$ cat src/rtl/button_step_counter.sv
// Two-button step input: synchronise, debounce, and turn presses into step pulses
// with auto-repeat, driving a 4-bit LED value and a 4-bit wrap count.
module button_step_counter #(
    parameter int DEBOUNCE_CYCLES = 1_000_000,
    parameter int HOLD_CYCLES     = 100_000_000,
    parameter int REPEAT_CYCLES   = 20_000_000
) (
    input  logic       clk,
    input  logic       reset_n,
    input  logic       btn_up,
    input  logic       btn_down,
    output logic       up_pulse,
    output logic       down_pulse,
    output logic [3:0] value,
    output logic [3:0] wrap_count,
    output logic [1:0] btn_state,
    output logic [3:0] o_dbg_state
);

    localparam logic [31:0] LP_DB_LAST   = 32'(DEBOUNCE_CYCLES - 1);
    localparam logic [31:0] LP_HOLD_LAST = 32'(HOLD_CYCLES - 1);
    localparam logic [31:0] LP_REP_LAST  = 32'(REPEAT_CYCLES - 1);

    typedef enum logic [1:0] {
        ST_IDLE   = 2'd0,
        ST_HELD   = 2'd1,
        ST_REPEAT = 2'd2
    } step_state_t;

    logic [1:0] w_raw;
    logic [1:0] w_clean;
    logic [1:0] w_step;
    logic [1:0] r_pulse;
    logic [3:0] r_value;
    logic [3:0] r_wrap;

    assign w_raw = {btn_down, btn_up};

    // Index 0 is the up button, index 1 the down button.
    for (genvar g = 0; g < 2; g++) begin : g_btn
        logic        r_sync1;
        logic        r_sync2;
        logic        r_clean;
        logic [31:0] r_db_cnt;
        logic [31:0] r_timer;
        logic [31:0] w_timer_nxt;
        step_state_t r_state;
        step_state_t w_state_nxt;
        logic        w_step_l;

        always_ff @(posedge clk or negedge reset_n) begin
            if (!reset_n) begin
                r_sync1  <= 1'b0;
                r_sync2  <= 1'b0;
                r_clean  <= 1'b0;
                r_db_cnt <= '0;
            end else begin
                r_sync1 <= w_raw[g];
                r_sync2 <= r_sync1;
                if (r_sync2 == r_clean) begin
                    r_db_cnt <= '0;
                end else if (r_db_cnt == LP_DB_LAST) begin
                    r_clean  <= r_sync2;
                    r_db_cnt <= '0;
                end else begin
                    r_db_cnt <= r_db_cnt + 32'd1;
                end
            end
        end

        always_ff @(posedge clk or negedge reset_n) begin
            if (!reset_n) begin
                r_state <= ST_IDLE;
                r_timer <= '0;
            end else begin
                r_state <= w_state_nxt;
                r_timer <= w_timer_nxt;
            end
        end

        // Release is checked first so a repeat due as the clean level drops is suppressed.
        always_comb begin
            w_state_nxt = r_state;
            w_timer_nxt = r_timer;
            w_step_l    = 1'b0;
            case (r_state)
                ST_IDLE: begin
                    w_timer_nxt = '0;
                    if (r_clean) begin
                        w_state_nxt = ST_HELD;
                        w_step_l    = 1'b1;
                    end
                end
                ST_HELD: begin
                    if (!r_clean) begin
                        w_state_nxt = ST_IDLE;
                        w_timer_nxt = '0;
                    end else if (r_timer == LP_HOLD_LAST) begin
                        w_state_nxt = ST_REPEAT;
                        w_timer_nxt = '0;
                        w_step_l    = 1'b1;
                    end else begin
                        w_timer_nxt = r_timer + 32'd1;
                    end
                end
                ST_REPEAT: begin
                    if (!r_clean) begin
                        w_state_nxt = ST_IDLE;
                        w_timer_nxt = '0;
                    end else if (r_timer == LP_REP_LAST) begin
                        w_timer_nxt = '0;
                        w_step_l    = 1'b1;
                    end else begin
                        w_timer_nxt = r_timer + 32'd1;
                    end
                end
                default: begin
                    w_state_nxt = ST_IDLE;
                    w_timer_nxt = '0;
                end
            endcase
        end

        assign w_clean[g]           = r_clean;
        assign w_step[g]            = w_step_l;
        assign o_dbg_state[2*g +: 2] = r_state;
    end

    always_ff @(posedge clk or negedge reset_n) begin
        if (!reset_n) begin
            r_pulse <= 2'b00;
            r_value <= 4'd0;
            r_wrap  <= 4'd0;
        end else begin
            r_pulse <= w_step;
            case (r_pulse)
                2'b01: begin
                    if (r_value == 4'd15) begin
                        r_value <= 4'd0;
                        r_wrap  <= r_wrap + 4'd1;
                    end else begin
                        r_value <= r_value + 4'd1;
                    end
                end
                2'b10: begin
                    if (r_value == 4'd0) begin
                        r_value <= 4'd15;
                        r_wrap  <= r_wrap - 4'd1;
                    end else begin
                        r_value <= r_value - 4'd1;
                    end
                end
                default: begin
                end
            endcase
        end
    end

    assign up_pulse   = r_pulse[0];
    assign down_pulse = r_pulse[1];
    assign value      = r_value;
    assign wrap_count = r_wrap;
    assign btn_state  = w_clean;

endmodule
$ cat config.mk
export PLATFORM = sky130hd
export DESIGN_NAME = button_step_counter
export DESIGN_NICKNAME = d
export VERILOG_FILES = /design/src/rtl/button_step_counter.sv
export SDC_FILE = /design/constraint.sdc
export NUM_CORES = 1
export LEC_CHECK = 0
export CORE_UTILIZATION = 40
export DETAILED_ROUTE_END_ITERATION = 7
export PLACE_DENSITY_LB_ADDON = 0.08
export SLEW_MARGIN = 20
export SYNTH_ARGS = -nofsm -noshare
export SYNTH_HDL_FRONTEND = slang
export SYNTH_SLANG_ARGS = --single-unit
$ cat constraint.sdc
create_clock -name clk -period 2 [get_ports clk]
set_clock_uncertainty 0.2 [all_clocks]
set_input_delay 0.3 -clock clk [delete_from_list [all_inputs] [get_ports clk]]
set_output_delay 0.3 -clock clk [all_outputs]
set_load 0.02 [all_outputs]
Word-level counts from Yosys, hierarchy flattened
Cells that the tools add are included.
Operators by class
  add/subtract/negate cells: 8
  equal/unequal tests: 23
  multiplexer cells: 42
  bitwise logic cells: 2
  reductions and logical operators: 9
Operators by type and width (count)
  32-bit 2-to-1 mux: 12
  32-bit by 1-bit adder with 32-bit output (second input constant): 4
  32-bit one-hot mux with 2 select lines: 2
  32-bit by 20-bit == test with 1-bit output (second input constant): 2
  32-bit by 25-bit == test with 1-bit output (second input constant): 2
  32-bit by 27-bit == test with 1-bit output (second input constant): 2
  2-bit 2-to-1 mux: 8
  4-bit 2-to-1 mux: 4
  4-bit one-hot mux with 2 select lines: 2
  2-bit inequality test (second input constant): 6
  2-bit one-hot mux with 3 select lines: 2
  1-bit 2-to-1 mux: 10
  3-bit AND reduction: 3
  4-bit by 1-bit adder with 4-bit output (second input constant): 2
  4-bit by 1-bit subtractor with 4-bit output (second input constant): 2
  2-bit by 1-bit == test with 1-bit output (second input constant): 3
  2-bit == test (second input constant): 3
  3-bit inequality test (second input constant): 2
  1-bit one-hot mux with 3 select lines: 2
  4-bit == test (second input constant): 1
  2-bit zero test: 2
  4-bit zero test: 1
  2-bit AND reduction: 2
  1-bit == test: 2
  2 further kinds: 3
Word-level totals
  register bits: 148
  output and inout bits: 16
  logic and storage cells: 99

Logic depth before layout (Yosys ltp)
Gate-level depths: netlist (run 1).
  depth in word-level cells: 4
  depth in mapped cells: 8
  depth with buffers taken out: 8

Worst setup path before layout (run 1)
OpenSTA, ideal clock, no wires.
  path type: reg-to-reg
  start point: register g_btn[1].r_timer[18]
  end point: register g_btn[1].r_timer[8]
  arrival: 1.876 ns
  setup slack: -0.195 ns
  stages on the path, launching flop included: 7
  path buffers: 1
  cells stage by stage: dfrtp_1 or4_1 or4_1 o31ai_2 a21o_4 buf_6 nor2_1
Between the ends
  word-level cells in the longest chain between the ends: 4
Ends and longest elaborated chain
  start, declared: line 45  | logic [31:0] r_timer;
  start signal, assigned: line 77  | r_timer <= w_timer_nxt;
  32-bit by 25-bit == test with 1-bit output or 32-bit by 27-bit == test with 1-bit output (tied branches): line 110, 98
  32-bit 2-to-1 mux (on tied branches): line 110, 98
  32-bit 2-to-1 mux (on tied branches): line 107, 95
  32-bit one-hot mux with 2 select lines (*): line 86  | case (r_state)
  net g_btn[1].w_timer_nxt[8]: line 46  | logic [31:0] w_timer_nxt;
Mark *: on every way through the listed nets, which the timed path passes. The rest lies on a longest branch.
A chain may end at the register's enable or synchronous reset.

Worst setup path after layout (run 1)
  start point: register g_btn[1].r_timer[18]
  end point: register g_btn[1].r_timer[27]
Between the ends
  word-level cells in the longest chain between the ends: 4
Ends and longest elaborated chain (line)
  32-bit by 1-bit adder with 32-bit output (tied with other cells): 103, 114
  32-bit 2-to-1 mux (on tied branches): 110, 98
  32-bit 2-to-1 mux (on tied branches): 107, 95
  32-bit one-hot mux with 2 select lines (*): 86
  net g_btn[1].w_timer_nxt[27]: 46
Marks and branches as above.

==> summary.txt, run 1 <==
GRT
  • Antenna violations before repair: 0
  • First-pass GRT wire length: 31510 µm
  • Vias in the first global route: 6684
  • Grt ovf: 0
  • Largest net degree at the start of global routing: 46
  • Tot GR Track Use: 0.1985

Floorplan
  • Core area: 0.01883 mm²
  • Die Area: 0.01991 mm²
  • DIE WIDTH: 141.1 µm
  • Chip height: 141.1 µm
  • Initial Util: 0.4111
  • I/O Pins: 20
  • Site Rows: 50

Status
  • Violated checks: negative setup slack
  • Outcome: finished with violations

Route
  • Total routed wirelength: 19650 µm
  • Average via count per standard cell: 5.129
  • Post-route ant nets: 0
  • Drt drc: 0
  • Drt pass-1 iters: 4
  • DR WL/cell: around 15 µm
  • Via count: 6524
  • Drt initial violations: ~320

Synth
  • Synth Cell Area: 0.007741 mm²
  • EDFF count, synth: 0
  • Synth Warn #: 0
  • Main flop type after synthesis: dfrtp_1
  • Async S/R FF share, synth: 1.000
  • Part of the Yosys area used for sequential elements: 0.4784
  • Synth Register Bits: 148
  • Unique cell type count in the Yosys netlist: 49
  • Mapped Cells: 804
  • Synthesized netlist net count: 828
  • Avg Inst Size Synth: 9.628 µm²

Clocking
  • Num Clock Sinks: between 100 and 150
  • H-tree depth: 4
  • Num CTS Buffers: 17
  • Reg clk slew, reported paths: 0.06 ns
  • Worst-skew pair later-pin latency: 0.42 ns
  • TritonCTS clock tree: built
  • Max Root-Sink Buffers: 2
  • CTS root buf: clkbuf_16

Finish
  • Ratio of cells with drive above 1 in the final layout: 0.3834
  • Fillers: approximately 1600
  • Nets@finish: 1024
  • Final instance area: 0.01142 mm²
  • # diodes: 0
  • Commonest non-fill, non-tap cell in the layout: buf_4
  • Layout Cells excl Fill: roughly 1300
  • Area Overhead vs Synth: 47.55%
  • Most frequent cells in the layout: buf_4, dfrtp_1, xor2_1

Job
  • Max-cap violations: 0

Setup path
  • Worst R2R Setup Slack: -0.23 ns
  • Critical setup path kind: flop to flop
  • Crit path DAT: 2.34 ns
  • Worst R2R Start: g_btn[1].r_timer[18]$_DFF_PN0_
  • CP Capture Type: flop
  • Reg2reg path depth: 6
  • Worst reg2reg path endpoint: g_btn[1].r_timer[27]$_DFF_PN0_
  • Worst Path Required: 2.11 ns
  • Worst setup SP type: flop
  • Worst-path maximum fanout: 15

Timing
  • Crit share post-route: 1.113
  • Fin worst setup slack: -0.2258 ns
  • Min Tclk post-route: 2.226 ns
  • Slew @ Worst Pin: 0.5053 ns
  • Pins Over Slew Limit: 0
  • Endpoints failing setup: between 100 and 150
  • Hold Fails Final Rpt: 0
  • Maximum clock rate: 449.3 MHz
  • RSZ-0062 raised after global routing: true
  • Worst rel slew slack: 0.6600

Placed design
  • Setup WS pre-CTS: -0.2427 ns
  • Detail Placement HPWL: 11980 µm
  • PortBufs: 19
  • Placed Cells incl. Taps: about 1200
  • Routability cong.: 0.8097
  • Dpl cell area: between 0.009 and 0.01 mm²

Pwr
  • VDD IR max: roughly 0.57 mV
  • Pwr Density: 576.7 mW/mm²
  • Pleak: 4.768 nW
  • Total Power: 6.587 mW

Min path
  • Worst Hold Class: primary input to asynchronous set/reset pin
## sequential cells by signal, indices dropped and copies added, names as in the netlist
name	count
g_btn.r_db_cnt	64
g_btn.r_timer	64
g_btn.r_state	4
value	4
wrap_count	4
g_btn.r_clean	2
g_btn.r_sync1	2
g_btn.r_sync2	2
r_pulse	2
## synth_stat cells, types with 5 or more instances
cell type | instances | area share
a21oi_1 | 11 | 0.0071
and3_1 | 14 | 0.011
and4_1 | 14 | 0.016
buf_2 | 7 | 0.0045
buf_4 | 5 | 0.0048
clkbuf_1 | 15 | 0.0073
dfrtp_1 | 148 | 0.48
ha_1 | 19 | 0.031
inv_1 | 29 | 0.014
nand2_1 | 51 | 0.025
nand3_1 | 50 | 0.032
nand4_1 | 48 | 0.039
nor2_1 | 153 | 0.074
nor3_1 | 18 | 0.012
nor4_1 | 18 | 0.015
nor4b_1 | 5 | 0.0057
o21ai_0 | 9 | 0.0058
xnor2_1 | 46 | 0.052
xor2_1 | 76 | 0.086
## per-layer routing
layer,wire (µm),global-route usage
met1,8887,0.2538
met3,473,0.04008
met5,0,0
met2,10060,0.3351
met4,229,0.06693
## where the power goes
part / switching (mW) / total (mW) / internal [mW]
clock: 1.22 / 3.33 / 2.11
combinational: 0.151 / 0.238 / 0.0866
sequential: 0.0130 / 3.02 / 3.01
## how the worst max path moves through the flow
stage                                               from  slack (ns)                        endpoint
final                     g_btn[1].r_timer[18]$_DFF_PN0_       -0.23  g_btn[1].r_timer[27]$_DFF_PN0_
after global routing      g_btn[1].r_timer[18]$_DFF_PN0_       -0.30  g_btn[1].r_timer[27]$_DFF_PN0_
after CTS                 g_btn[1].r_timer[18]$_DFF_PN0_       -0.25  g_btn[1].r_timer[27]$_DFF_PN0_
after detailed placement  g_btn[1].r_timer[18]$_DFF_PN0_       -0.24  g_btn[1].r_timer[16]$_DFF_PN0_
after global placement    g_btn[1].r_timer[18]$_DFF_PN0_       -0.20  g_btn[1].r_timer[19]$_DFF_PN0_
after floorplan           g_btn[1].r_timer[18]$_DFF_PN0_       -0.17   g_btn[1].r_timer[8]$_DFF_PN0_
## critical path: stages, from the launching register on
cell	delay, ns
dfrtp_1	0.37
or4_1	0.52
or4_4	0.45
o31ai_4	0.20
a21o_4	0.19
buf_12	0.14
nor2_1	0.05
## logic make-up (layout without fill, tap and decap cells)
family          after synthesis  after routing  synth area share
fa+ha+maj                    20             20           0.03330
compound gates               40             40           0.03378
flops                       148            148            0.4784
buf+inv                      62            269           0.03750
simple gates                405            406            0.2693
xor+xnor                    122            122            0.1380
mux                           7              7          0.009697
## final cells by class
class                      count  area, µm²  share of cell area
multi-input combinational    595       4793              0.4197
sequential                   148       3712              0.3250
timing repair buffer         209       1876              0.1642
clock buffer                  21      450.4             0.03943
tap                          260      325.3             0.02848
clock inverter                10      156.4             0.01369
inverter                      29      108.9            0.009530
## what timing repair did
| item | in CTS | in global routing |
|---|---|---|
| buffers inserted | 19 | 9 |
| gates cloned | 4 | 6 |
| endpoints found under the setup margin | 141 | 138 |
| pin swaps | 25 | 91 |
| hold buffers | 1 | 0 |
| gates resized for setup | 74 | 195 |
| hold endpoints to repair | 148 | 0 |
## stage by stage
| stage | hold slack, ns | setup TNS (ns) | utilization |
|---|---|---|---|
| global placement | -0.03297 | -12.65 | 0.4972 |
| global route | 0.1003 | -24.54 | 0.6066 |
| floorplan | -0.1956 | -5.357 | - |
| detailed placement | -0.02960 | -14.97 | 0.4972 |
| finish | 0.09781 | -14.29 | 0.6066 |
| CTS | 0.08507 | -10.26 | 0.5585 |
No activity file was read; power rests on OpenSTA's default activity.
==> inputs of run 2 (changes only) <==
CAP_MARGIN = 25   (was not set)
GPL_ROUTABILITY_DRIVEN = 1   (was not set)
SKIP_CTS_REPAIR_TIMING = 1   (was not set)
==> summary.txt, run 2 (same netlist as run 1, synthesis figures left out) <==
Status
  • Outcome: finished with violations
  • Violated checks: negative setup slack

Route
  • Via count: 6491
  • Average via count per standard cell: 5.123
  • Drt initial violations: roughly 340
  • Post-route ant nets: 0
  • DR WL/cell: around 15 µm
  • Drt pass-1 iters: 4
  • Total routed wirelength: 19220 µm
  • Drt drc: 0

Floorplan
  • Chip height: 141.1 µm
  • Core area: roughly 0.019 mm²
  • I/O Pins: 20
  • Site Rows: 50
  • DIE WIDTH: around 140 µm
  • Initial Util: 0.4111
  • Die Area: 0.01991 mm²

Setup path
  • CP startpoint: g_btn[1].r_timer[18]$_DFF_PN0_
  • Crit path DAT: 2.36 ns
  • Worst reg2reg path endpoint: g_btn[1].r_timer[12]$_DFF_PN0_
  • Worst-path maximum fanout: 7
  • Worst setup SP type: flop
  • Worst Path Required: 2.11 ns
  • Reg2reg path depth: 6
  • Critical setup path kind: flop to flop
  • Worst R2R Start: g_btn[1].r_timer[18]$_DFF_PN0_
  • Worst R2R Setup Slack: -0.25 ns
  • CP Capture Type: flop
  • Setup crit end: g_btn[1].r_timer[12]$_DFF_PN0_

Pwr
  • Int Pwr: 5.204 mW
  • Switching share of power: 0.2117
  • Pwr Density: 578.0 mW/mm²
  • Switching power: 1.397 mW
  • Pleak: ~4.8 nW
  • Total Power: 6.601 mW
  • Power share of the combinational group: 0.036
  • VDD IR max: between 0.5 and 0.6 mV
  • Clock Power Share: 0.506
  • Seq pwr share: 0.458

Timing
  • Endpoints failing setup: 107
  • RSZ-0062 raised after global routing: true
  • Fin worst setup slack: -0.2475 ns
  • Min Tclk post-route: 2.247 ns
  • Worst rel slew slack: 0.7399
  • Setup Total Neg Slack: -12.70 ns
  • Maximum clock rate: about 440 MHz
  • Crit share post-route: 1.124
  • Hold Fails Final Rpt: 0
  • Pins Over Slew Limit: 0
  • Slew @ Worst Pin: 0.3887 ns
  • Hold WS: 0.09095 ns

GRT
  • Tot GR Track Use: 0.1873
  • Antenna violations before repair: 0
  • First-pass GRT wire length: 29900 µm
  • Largest net degree at the start of global routing: 46
  • Grt ovf: 0
  • Vias in the first global route: approximately 6500

Clocking
  • TritonCTS clock tree: built
  • Max Root-Sink Buffers: 2
  • Num CTS Buffers: 17
  • Num Clock Sinks: about 150
  • CTS root buf: clkbuf_16
  • Reg clk slew, reported paths: 0.06 ns
  • H-tree depth: 4
  • Worst-skew pair later-pin latency: about 0.42 ns

Placed design
  • Dpl cell area: approximately 0.0094 mm²
  • Routability cong.: 0.8097
  • PortBufs: 19
  • Detail Placement HPWL: 11980 µm

Finish
  • # diodes: 0
  • Ratio of cells with drive above 1 in the final layout: 0.3823
  • Largest registers: g_btn.r_db_cnt x64, g_btn.r_timer x64
  • Area Overhead vs Synth: 47.54%
  • Commonest non-fill, non-tap cell in the layout: buf_4
  • Final instance area: 0.01142 mm²
  • Register area: 0.003715 mm²
  • Nets@finish: a little over 1000
  • Multi-input gate area: ~0.0048 mm²
  • Fillers: around 1500
  • Most frequent cells in the layout: buf_4, dfrtp_1, nor2_4

Min path
  • Worst Hold Class: primary input to asynchronous set/reset pin

Job
  • Max-cap violations: 0
-- run 2: power by group through the flow --
stage	clock network [mW]	registers, mW	logic, mW
floorplan	0	3.08	0.0394
global placement	0	3.07	0.151
detailed placement	0	3.07	0.154
CTS	3.42	3.02	0.155
global route	3.56	3.02	0.265
finish	3.34	3.02	0.241
-- run 2: routing by layer --
| metal | vias up | routed length, µm | GRT usage |
|---|---|---|---|
| met5 | - | 0 | 0 |
| met4 | 0 | 222 | 0.05892 |
| met3 | 19 | 511 | 0.03906 |
| met2 | 78 | 9659 | 0.3155 |
| met1 | 3237 | 8828 | 0.2408 |
| li1 | 3157 | - | - |
-- run 2: final cells by class --
type | instances | share of cell area
Tap cell | 260 | 0.02848
Inverter | 29 | 0.009531
Multi-Input combinational cell | 595 | 0.4200
Clock inverter | 10 | 0.01369
Clock buffer | 21 | 0.03944
Sequential cell | 148 | 0.3253
Timing Repair Buffer | 204 | 0.1636
-- run 2: worst min path at each step --
stage / slack, ns / endpoint / start / depth (start not counted)
3_3_place_gp: -0.03 / g_btn[0].r_timer[24]$_DFF_PN0_ / reset_n / 1
5_1_grt: 0.1 / g_btn[0].r_timer[21]$_DFF_PN0_ / reset_n / 2
3_5_place_dp: -0.03 / g_btn[0].r_timer[25]$_DFF_PN0_ / reset_n / 1
4_1_cts: -0.48 / g_btn[0].r_timer[21]$_DFF_PN0_ / reset_n / 1
2_1_floorplan: -0.20 / g_btn[0].r_clean$_DFFE_PN0P_ / reset_n / 0
6_report: 0.09 / g_btn[0].r_timer[19]$_DFF_PN0_ / reset_n / 2
-- run 2: critical path, cell delays in order (launching register included) --
cell	delay, ns
dfrtp_1	0.37
or4_1	0.51
or4_4	0.45
o31ai_4	0.20
a21o_4	0.21
clkbuf_16	0.16
nor2_1	0.05
-- run 2: metrics by stage --
step	instances	setup slack (ns)	utilization
floorplan	804	-0.1735	-
global placement	1205	-0.1972	0.4972
detailed placement	1205	-0.2427	0.4972
CTS	1236	-0.2538	0.5294
global route	1267	-0.3037	0.6065
finish	1267	-0.2475	0.6065
==> inputs of run 3 (changes only) <==
REMOVE_ABC_BUFFERS = 1   (was not set)
==> summary.txt, run 3 (same netlist as run 1, synthesis figures left out) <==
Floorplan
  • DIE WIDTH: ~140 µm
  • I/O Pins: 20
  • Core area: 0.01883 mm²
  • Die Area: between 0.015 and 0.02 mm²
  • Chip height: 141.1 µm
  • Initial Util: 0.4111
  • Site Rows: 50

Finish
  • Largest registers: g_btn.r_db_cnt x64, g_btn.r_timer x64
  • Fillers: 1583
  • Area Overhead vs Synth: 42.12%
  • Commonest non-fill, non-tap cell in the layout: buf_4
  • Final instance area: approximately 0.011 mm²
  • Layout Cells excl Fill: 1258
  • Ratio of cells with drive above 1 in the final layout: 0.3367
  • # diodes: 0
  • Nets@finish: slightly above 1000
  • Most frequent cells in the layout: buf_4, dfrtp_1, nor2_1

Timing
  • Slew @ Worst Pin: roughly 0.46 ns
  • Crit share post-route: 1.151
  • Worst rel slew slack: 0.6893
  • Pins Over Slew Limit: 0
  • Hold Fails Final Rpt: 0
  • Min Tclk post-route: ~2.3 ns
  • Hold WS: roughly 0.12 ns
  • Endpoints failing setup: 98
  • Maximum clock rate: between 400 and 500 MHz
  • Setup Total Neg Slack: -14.78 ns
  • Fin worst setup slack: -0.3030 ns
  • RSZ-0062 raised after global routing: true

Placed design
  • PortBufs: 19
  • Placed Cells incl. Taps: 1198
  • Detail Placement HPWL: ~12000 µm
  • Dpl cell area: 0.009300 mm²
  • Routability cong.: 0.8164

Clocking
  • Num CTS Buffers: 17
  • TritonCTS clock tree: built
  • Max Root-Sink Buffers: 2
  • H-tree depth: 4
  • Worst-skew pair later-pin latency: 0.42 ns
  • Reg clk slew, reported paths: roughly 0.06 ns
  • CTS root buf: clkbuf_16
  • Num Clock Sinks: 148

GRT
  • Largest net degree at the start of global routing: 53
  • First-pass GRT wire length: 29060 µm
  • Vias in the first global route: 6330
  • Tot GR Track Use: 0.1815
  • Grt ovf: 0
  • Antenna violations before repair: 0

Setup path
  • Critical path, cell by cell: or4_1 > or4_4 > o31ai_4 > a21o_4 > buf_12 > nor2_1
  • Critical setup path kind: flop to flop
  • Worst path slowest cell: or4_1
  • Worst R2R Start: g_btn[1].r_timer[18]$_DFF_PN0_
  • CP Capture Type: flop
  • Worst path top cell family by delay: simple AND/OR/NAND/NOR gates
  • Worst setup SP type: flop
  • Buf/Inv on CP: 1
  • Critical Path Max Stage Delay: 0.52 ns
  • Crit path DAT: between 2 and 2.5 ns
  • Worst Path Required: 2.11 ns
  • CP startpoint: g_btn[1].r_timer[18]$_DFF_PN0_
  • Worst-path maximum fanout: 16

Pwr
  • Clock Power Share: 0.502
  • VDD IR max: 0.5303 mV
  • Switching share of power: 0.2077
  • Switching power: 1.342 mW
  • Power share of the combinational group: 0.030
  • Pwr Density: 587.2 mW/mm²
  • Pleak: between 4 and 5 nW
  • Int Pwr: 5.119 mW
  • Seq pwr share: 0.468

Job
  • Max-cap violations: 0

Route
  • Drt drc: 0
  • DR WL/cell: 14.51 µm
  • Average via count per standard cell: 5.052
  • Drt initial violations: 361
  • Via count: 6355
  • Drt pass-1 iters: 4
  • Total routed wirelength: 18250 µm
  • Post-route ant nets: 0

Status
  • Violated checks: negative setup slack
  • Outcome: finished with violations

Min path
  • Worst Hold Class: primary input to asynchronous set/reset pin
-- run 3: cell count changes in the layout (fill, tap and decap cells not counted), moves of 3 or more --
cell / previous run / this run
buf_4: 163 / 155
xor2_2: 5 / 1
nor3_2: 2 / 6
clkbuf_16: 24 / 21
nor2_1: 60 / 96
xor2_1: 71 / 75
clkbuf_8: 1 / 6
clkinv_2: 4 / 0
nor3_1: 15 / 12
nor2_2: 14 / 9
nor2_4: 79 / 48
-- run 3: per-layer routing --
metal	up-vias	wire [µm]	track usage
met5	-	0	0
li1	3117	-	-
met1	3173	8347	0.2301
met2	48	9224	0.3035
met3	17	431	0.04178
met4	0	247	0.06293
-- run 3: through the flow --
stage / total power [mW] / util / setup slack [ns]
6_report: 6.461 / 0.5843 / -0.3030
5_1_grt: 6.726 / 0.5843 / -0.3829
4_1_cts: 6.526 / 0.5263 / -0.2628
3_5_place_dp: 3.231 / 0.4939 / -0.2479
3_3_place_gp: 3.226 / 0.4939 / -0.2225
2_1_floorplan: 3.108 / - / -0.4502
-- run 3: layout make-up --
class                   count  area, µm²  area share
clock inverters             6      91.34    0.008302
multi-input cells         594       4486      0.4077
clock buffers              26      519.2     0.04720
flip-flops and latches    148       3712      0.3374
inverters                  29      108.9    0.009894
well taps                 260      325.3     0.02957
repair buffers            195       1759      0.1599
-- run 3: final timing paths --
kind,end,slack (ns),cells past startpoint
worst max-delay path,g_btn[1].r_timer[24]$_DFF_PN0_,-0.30,6
worst min-delay path,value[3]$_DFFE_PN0P_,0.12,2
worst max register to register,g_btn[1].r_timer[24]$_DFF_PN0_,-0.30,6
worst min register to register,g_btn[1].r_sync2$_DFF_PN0_,0.16,0
max in group asynchronous,g_btn[1].r_timer[25]$_DFF_PN0_,0.81,3
min in group clk,g_btn[1].r_sync1$_DFF_PN0_,0.12,1
-- run 3: power groups by stage --
stage | clock, mW | sequential (mW) | combinational (mW)
6_report | 3.25 | 3.02 | 0.194
5_1_grt | 3.49 | 3.02 | 0.218
4_1_cts | 3.35 | 3.02 | 0.156
3_5_place_dp | 0 | 3.08 | 0.155
3_3_place_gp | 0 | 3.07 | 0.151
2_1_floorplan | 0 | 3.07 | 0.0333
-- run 3: worst reg2reg max path, stage by stage, from the launching register on --
cell and delay [ns]:
dfrtp_1 0.38, or4_1 0.52, or4_4 0.45, o31ai_4 0.26
a21o_4 0.18, buf_12 0.15, nor2_1 0.06
